[config.mk]
export PLATFORM = sky130hd
export DESIGN_NAME = onehot_sequencer
export DESIGN_NICKNAME = d
export VERILOG_FILES = /design/src/rtl/onehot_sequencer.sv
export SDC_FILE = /design/constraint.sdc
export NUM_CORES = 1
export LEC_CHECK = 0
export CAP_MARGIN = 20
export CORE_MARGIN = 4
export CORE_UTILIZATION = 48
export DETAILED_ROUTE_END_ITERATION = 10
export PLACE_DENSITY_LB_ADDON = 0.08
export SLEW_MARGIN = 0
export SYNTH_ARGS = -nofsm -noshare
export SYNTH_HDL_FRONTEND = slang
export SYNTH_SLANG_ARGS = --single-unit
[constraint.sdc]
create_clock -name clk_i -period 2.1 [get_ports clk_i]
set_input_delay 0.42 -clock clk_i [delete_from_list [all_inputs] [get_ports clk_i]]
set_output_delay 0.42 -clock clk_i [all_outputs]
set_load 0.02 [all_outputs]
[src/rtl/onehot_sequencer.sv]
// ---------------------------------------------------------------------------
// onehot_sequencer
//   Registered binary-to-one-hot decoder with a request/done handshake.
//   It drives one-hot strobes such as register-file or round-key write
//   enables.
//     single mode (mode_i=0) : strobe the line selected by sel_i
//     scan mode   (mode_i=1) : sweep lines sel_i..last_i, wrapping past the
//                              top index back to 0
//   Each active line is held for DWELL cycles.
//
// Handshake: go_i is a request that is accepted on a rising edge where the
//   block is IDLE and en_i=1. busy_o stays high from the accepting edge until
//   the completion edge. On the completion edge done_o pulses for one cycle,
//   and the block is IDLE again. A go_i in the done_o cycle is accepted.
//   A go_i while busy is dropped, so the requester waits for done_o.
//
// Ports
//   clk_i    clock, rising edge
//   rst_i    synchronous reset, active-high; aborts any request with no done
//   en_i     global enable; low pauses the block (out_o=0, state frozen)
//   mode_i   0 = single, 1 = scan; captured when go_i is accepted
//   sel_i    single index or scan start; captured when go_i is accepted
//   last_i   scan end index (inclusive); captured when go_i is accepted
//   go_i     request
//   busy_o   request in progress
//   done_o   one-cycle completion pulse
//   out_o    one-hot strobe; either all-zero or exactly one bit set
//   state_o  debug view of the FSM state (0 = IDLE, 1 = ACTIVE)
// All outputs come from flops.
// ---------------------------------------------------------------------------
module onehot_sequencer #(
  parameter int SEL_W = 4,
  parameter int DWELL = 1,   // legal range 1..255
  parameter bit HOLD  = 1'b0
) (
  input  logic                  clk_i,
  input  logic                  rst_i,
  input  logic                  en_i,
  input  logic                  mode_i,
  input  logic [SEL_W-1:0]      sel_i,
  input  logic [SEL_W-1:0]      last_i,
  input  logic                  go_i,
  output logic                  busy_o,
  output logic                  done_o,
  output logic [2**SEL_W-1:0]   out_o,
  output logic                  state_o
);

  localparam int N = 2**SEL_W;
  localparam logic [7:0] DWELL_M1 = 8'(DWELL - 1);

  typedef enum logic {
    IDLE   = 1'b0,
    ACTIVE = 1'b1
  } state_t;

  state_t             state_q, state_d;
  logic               mode_q,  mode_d;
  logic [SEL_W-1:0]   last_q,  last_d;
  logic [SEL_W-1:0]   idx_q,   idx_d;
  logic [7:0]         cnt_q,   cnt_d;
  logic               busy_q,  busy_d;
  logic               done_q,  done_d;
  logic [N-1:0]       out_q,   out_d;
  logic [SEL_W-1:0]   idx_inc;

  function automatic logic [N-1:0] onehot(input logic [SEL_W-1:0] i);
    logic [N-1:0] r;
    r    = '0;
    r[i] = 1'b1;
    return r;
  endfunction

  // Natural SEL_W-bit overflow gives the wrap from the top line to line 0.
  assign idx_inc = idx_q + 1'b1;

  always_comb begin
    state_d = state_q;
    mode_d  = mode_q;
    last_d  = last_q;
    idx_d   = idx_q;
    cnt_d   = cnt_q;
    busy_d  = busy_q;
    done_d  = 1'b0;
    out_d   = out_q;

    if (!en_i) begin
      // Pause: strobe off, everything else frozen (busy_o included).
      out_d = '0;
    end else begin
      case (state_q)
        IDLE: begin
          // Without a new request out_q keeps its value: zero when HOLD=0,
          // the held last line when HOLD=1 (unless a pause cleared it).
          if (go_i) begin
            state_d = ACTIVE;
            mode_d  = mode_i;
            last_d  = last_i;
            idx_d   = sel_i;
            cnt_d   = DWELL_M1;
            busy_d  = 1'b1;
            out_d   = onehot(sel_i);
          end
        end
        ACTIVE: begin
          if (cnt_q != 8'd0) begin
            cnt_d = cnt_q - 1'b1;
            out_d = onehot(idx_q);
          end else if (!mode_q || (idx_q == last_q)) begin
            state_d = IDLE;
            busy_d  = 1'b0;
            done_d  = 1'b1;
            out_d   = HOLD ? onehot(idx_q) : '0;
          end else begin
            idx_d = idx_inc;
            cnt_d = DWELL_M1;
            out_d = onehot(idx_inc);
          end
        end
        default: state_d = IDLE;
      endcase
    end
  end

  always_ff @(posedge clk_i) begin
    if (rst_i) begin
      state_q <= IDLE;
      mode_q  <= 1'b0;
      last_q  <= '0;
      idx_q   <= '0;
      cnt_q   <= '0;
      busy_q  <= 1'b0;
      done_q  <= 1'b0;
      out_q   <= '0;
    end else begin
      state_q <= state_d;
      mode_q  <= mode_d;
      last_q  <= last_d;
      idx_q   <= idx_d;
      cnt_q   <= cnt_d;
      busy_q  <= busy_d;
      done_q  <= done_d;
      out_q   <= out_d;
    end
  end

  assign busy_o  = busy_q;
  assign done_o  = done_q;
  assign out_o   = out_q;
  assign state_o = state_q;

endmodule

## Yosys cells after proc, flatten, opt, wreduce, memory -nomap -nowiden

Cells that the tools add are included.
W data, S select, Z words.

| storage, ports and cells | value |
|---|---|
| register bits | 36 |
| input port bits | 13 |

| operators by class | value |
|---|---|
| $add $sub $neg | 2 |
| order comparisons | 6 |
| eq/ne operators | 6 |
| muxes and demuxes | 27 |
| bitwise logic cells | 2 |
| reductions and logical operators | 12 |

Operators with widths:

| operator | count |
|---|---|
| $mux W16 | 3 |
| $pmux W16 S2 | 1 |
| $mux W8 | 3 |
| $pmux W8 S2 | 1 |
| $lt A4 B5 Y1 const B | 3 |
| $demux W1 S4 | 3 |
| $ge A4 B1 Y1 const B | 3 |
| $mux W4 | 3 |
| $mux W1 | 10 |
| $pmux W4 S2 | 1 |
| $reduce_and A4 Y1 | 2 |
| $reduce_bool A8 Y1 | 1 |
| $sub A8 B1 Y8 const B | 1 |
| $ne A2 B2 Y1 const B | 3 |
| $reduce_and A3 Y1 | 2 |
| $add A4 B1 Y4 const B | 1 |
| $eq A4 B4 Y1 | 1 |
| $pmux W1 S2 | 2 |
| $reduce_or A4 Y1 | 1 |
| $logic_and A1 B1 Y1 | 3 |
| $ne A3 B3 Y1 const B | 1 |
| $ne A2 B1 Y1 const B | 1 |
| $not A1 Y1 | 2 |
| $reduce_or A2 Y1 | 1 |
| 2 further kinds | 2 |

## Depth between registers and ports, before layout

| logic depth | value |
|---|---|
| depth in word-level cells | 8 |
| gate-level depth with buffers | 7 |
| gate-level depth less buffers | 7 |

## Worst setup path before layout

OpenSTA, ideal clock, no wires.

| path | value |
|---|---|
| path kind | register to register |
| start | register cnt_q[0] |
| end | register idx_q[3] |
| library setup time | 0.059 ns |
| arrival | 1.916 ns |
| slack | 0.125 ns |
| stages on the path, launching flop included | 8 |
| period minus slack after synthesis | 1.975 ns |
| cell sequence | dfxtp_1 -> inv_1 -> ha_1 -> nand3b_1 -> or4_4 -> o31a_4 -> a2111oi_4 -> a31o_1 |

| between the ends | value |
|---|---|
| cells in the longest elaborated chain, start to end | 3 |

RTL lines:

| item | line | text |
|---|---|---|
| from (decl) | 61 | `logic [7:0] cnt_q, cnt_d;` |
| from (signal assigned) | 140 | `cnt_q <= cnt_d;` |
| $reduce_bool A8 Y1 | 106 | `if (cnt_q != 8'd0) begin` |
| $ne A2 B2 Y1 (no source line) | - |  |
| $reduce_and A4 Y1 (no source line) | - |  |
| to (signal assigned) | 139 | `idx_q <= idx_d;` |
| to (decl) | 60 | `logic [SEL_W-1:0] idx_q, idx_d;` |

Every way passes these cells.
A chain may end at the register's enable or synchronous reset.

## Worst setup path after layout

| path | value |
|---|---|
| start | register cnt_q[2] |
| end | register idx_q[3] |

Same word-level chain as after synthesis.

==> results.txt <==
- FF-to-FF path depth: 5
* Standby leakage power: 0.9832 nW
- Number of buffers inserted during clock tree synthesis: 5
- The core region is 4115 um2.
- Number of buffers inserted by port buffering: 31
- The worst path uses 98.39% of the clock period.
* Worst vdd ir: 0.4291 mV
- CTS clk-pin slew, worst paths: 0.07 ns
* Metal-1 WL: 2.583 mm
* Average cell area after synthesis: 7.598 um2
* Final std cells w/o fill: 371
- Counting flops with an async set or reset pin after synthesis yields a share of 0%.
- The worst register-to-register path ends at idx_q[3]$_SDFFE_PP0P_.
- Counting flops with a built-in enable in the synthesized netlist gives 0.
* Die Span X: 73.98 um
* First-pass GRT wire length: 8.907 mm
* Wirelength per Cell: 14.41 um
* Total length of routed wires: 5.345 mm
- In the layout the commonest cells are sky130_fd_sc_hd__a21oi_1 (54), sky130_fd_sc_hd__nand2_1 (36), sky130_fd_sc_hd__dfxtp_1 (35), sky130_fd_sc_hd__clkdlybuf4s50_1 (31), sky130_fd_sc_hd__buf_4 (21).
- The tree is rooted in a sky130_fd_sc_hd__clkbuf_8.
- The worst register-to-register path begins at cnt_q[2]$_SDFFE_PP0P_.
- Largest clock skew in the final design: 0.006918 ns
* Largest net degree at the start of global routing: 26
- TritonCTS built the clock tree.
- The flow ran to the end, and the final reports show no timing, DRC or antenna violations.
- The H-tree was split into 2 levels.
* Proportion of synthesized chip area in sequential cells: 34.49%
- Worst Setup Path Type: reg2reg
* Row count: 23
- Cell taking the most area after synthesis: sky130_fd_sc_hd__dfxtp_1
- Post-CTS Setup Repair Bufs: 0
- After detailed placement, the design holds a cell count of 363.
* Max-Slew Margin vs Limit: 59.01%
- Final design utilization: 64.73%
- Max FO, Critical Path: 7
- Number of setup violations in the final report: 0
- Warnings from Yosys: 0
* Antenna diode count: 0
- The first detailed-routing pass ran for 5 iterations.
- STA classifies the critical path endpoint as a register.
- The initial antenna violation count came to 0.
- Area of all placed cells without fillers: 2664 um2
- The startpoint identified for the worst hold timing path is last_q[2]$_SDFFE_PP0P_.
* Insertion delay to the later sink of the worst-skew pair: 0.29 ns
* Clk buf depth: 2
* Ratio of routed vias to standard cells: 5.658
- The max-slew violation count was 0.
* Ratio of total power to cell area: 634.9 nW/um2
* Clock Sinks: 36
* Routed Antenna Nets: 0
- For this run, the post-layout net count is 343.
* Post-synth net total: 298
* Summed instance area of the synthesized netlist: 2090 um2
- The clock period could shrink to 2.066 ns.
* I/O Pins: 32
* Highest metal used: met4
- Setup slack of the most critical reg-to-reg path: 0.03 ns
- Hold violation count in the final report: 0
- From bottom edge to top edge, the die measures 73.98 um.
- The total overflow left after global routing is 0.
- For this run, design rule violations remaining after detail routing come to 0.
* Fraction of final layout cells with drive strength greater than 1: 12.77%
* WP data arrival: 2.30 ns
- Fraction of synthesized cell area taken by the top area cell type: 34.49%
* Number of vias in the routed layout: 2099
- By area the synthesized netlist is led by sky130_fd_sc_hd__dfxtp_1 (34%), sky130_fd_sc_hd__a21oi_1 (13%), sky130_fd_sc_hd__nand2_1 (6.5%).
- Setup repair after global routing could not meet its margin everywhere.
- Synth cell types: 42
- The worst setup path is launched from a register.
- Area grow syn2layout: 27.48%
* Post-detailed-placement cell area: 2565 um2
* Maximum Capacitance Violations: 0
* Sum of net half-perimeters after detailed placement: 3.940 mm
- Starting DRT DRC Count: 178
* #FFs+latches synth: 36
- At the end of routability-driven placement, the weighted congestion stood at 0.9050.
- The path class of the tightest hold or removal check is reg2reg.
* Met2 WL post-DR: 2.348 mm
- Count of cells along the worst hold path: 2
- Summed over all nets, wire length on met3 after detailed routing comes to 330 um.
- In the synthesized netlist, the number of instances is 275.
- Total Routing Usage GR: 20.82%
* Effective utilization at floorplan: 50.78%
- The most used flip-flop cell after synthesis is sky130_fd_sc_hd__dfxtp_1.
- The completed layout was analyzed and its total power is 0.001691 W.
* Via count of the first global-routing pass: 1974
* Most common cell after layout, fill and taps aside: sky130_fd_sc_hd__a21oi_1
* Area of the die: 5473 um2
* Required time at the worst-slack endpoint: 2.34 ns
- FILL cells: 371
- After clock tree synthesis, the flow added hold-fix buffers numbering 0.
- Capture endpoint of the worst hold path: last_q[2]$_SDFFE_PP0P_
- Slew @ Worst Pin: 0.6125 ns
* Fmax achieved: 484.0 MHz
==> synthesized netlist by cell type, types with 2 or more instances <==
cell	instances
sky130_fd_sc_hd__a211oi_1	5
sky130_fd_sc_hd__a21oi_1	54
sky130_fd_sc_hd__a31oi_1	6
sky130_fd_sc_hd__and2_1	3
sky130_fd_sc_hd__buf_2	2
sky130_fd_sc_hd__clkbuf_1	11
sky130_fd_sc_hd__dfxtp_1	36
sky130_fd_sc_hd__ha_1	10
sky130_fd_sc_hd__inv_1	7
sky130_fd_sc_hd__nand2_1	36
sky130_fd_sc_hd__nand3_1	16
sky130_fd_sc_hd__nand4_1	2
sky130_fd_sc_hd__nor2_1	16
sky130_fd_sc_hd__nor2b_1	12
sky130_fd_sc_hd__nor3_1	2
sky130_fd_sc_hd__nor4_1	3
sky130_fd_sc_hd__o21ai_0	19
sky130_fd_sc_hd__o22ai_1	2
sky130_fd_sc_hd__or2_2	3
sky130_fd_sc_hd__or3_1	2
sky130_fd_sc_hd__xnor2_1	2
sky130_fd_sc_hd__xor2_1	6
==> cells by family after synthesis <==
group | share of synthesized area [%]
adders and majority gates | 5.988
buffers and inverters | 3.892
DFF | 34.49
xor gates and xnor gates | 3.353
and+or+nand+nor | 24.91
AOI/OAI and AO/OA | 27.37
==> where the power goes <==
part           total, W  switching [W]  internal (W)
Clock          0.000513       0.000245      0.000268
Combinational  0.000418       0.000232      0.000186
Sequential     0.000760      0.0000361      0.000724
Total           0.00169       0.000514       0.00118
==> worst max path at each step <==
stage	end	depth (start not counted)	slack [ns]	start
floorplan	idx_q[3]$_SDFFE_PP0P_	7	0.13	cnt_q[0]$_SDFFE_PP0P_
global placement	cnt_q[6]$_SDFFE_PP0P_	6	-0.002	en_i
detailed placement	cnt_q[6]$_SDFFE_PP0P_	6	-0.03	go_i
CTS	idx_q[3]$_SDFFE_PP0P_	7	0.02	cnt_q[0]$_SDFFE_PP0P_
global route	idx_q[3]$_SDFFE_PP0P_	7	-0.05	cnt_q[1]$_SDFFE_PP0P_
finish	idx_q[3]$_SDFFE_PP0P_	5	0.03	cnt_q[2]$_SDFFE_PP0P_
==> routing by layer <==
metal	GRT usage [%]	vias to the layer above
met3	5.270	10
met2	31.69	75
met1	28.58	941
li1	-	1073
met4	7.445	0
met5	0	-
==> worst max-delay path, cell delays in order (launching register included) <==
cell and delay (ns):
sky130_fd_sc_hd__dfxtp_1 0.34, sky130_fd_sc_hd__or3_4 0.41, sky130_fd_sc_hd__or4_4 0.47, sky130_fd_sc_hd__o31a_4 0.34
sky130_fd_sc_hd__a2111oi_4 0.33, sky130_fd_sc_hd__a31o_1 0.13
==> what timing repair did <==
item / in CTS / in global routing
setup endpoints to repair: 0 / 24
hold endpoints to repair: 0 / 0
resized for setup: 0 / 4
==> cell type report <==
| cell class | count | area (um2) | share of cell area [%] |
|---|---|---|---|
| Tap cell | 50 | 62.56 | 2.349 |
| Clock buffer | 8 | 90.09 | 3.382 |
| Multi-Input combinational cell | 218 | 1295 | 48.61 |
| Inverter | 7 | 26.28 | 0.9864 |
| Timing Repair Buffer | 52 | 467.9 | 17.57 |
| Sequential cell | 36 | 721.9 | 27.10 |
==> stage by stage <==
step	setup TNS, ns	hold slack, ns	worst slack, ns
floorplan	0	0.4478	0.1251
global placement	-0.001519	0.4587	-0.001519
detailed placement	-0.03129	0.4690	-0.03129
CTS	0	0.4788	0.01997
global route	-0.2544	0.5024	-0.04787
finish	0	0.4710	0.03389
==> state kept, by name (all words and copies together) (netlist names) <==
register	flops
out_o	16
last_q	4
idx_q	4
done_o	1
busy_o	1
cnt_q	8
state_o	1
mode_q	1
(Power assumes the default switching activity.)
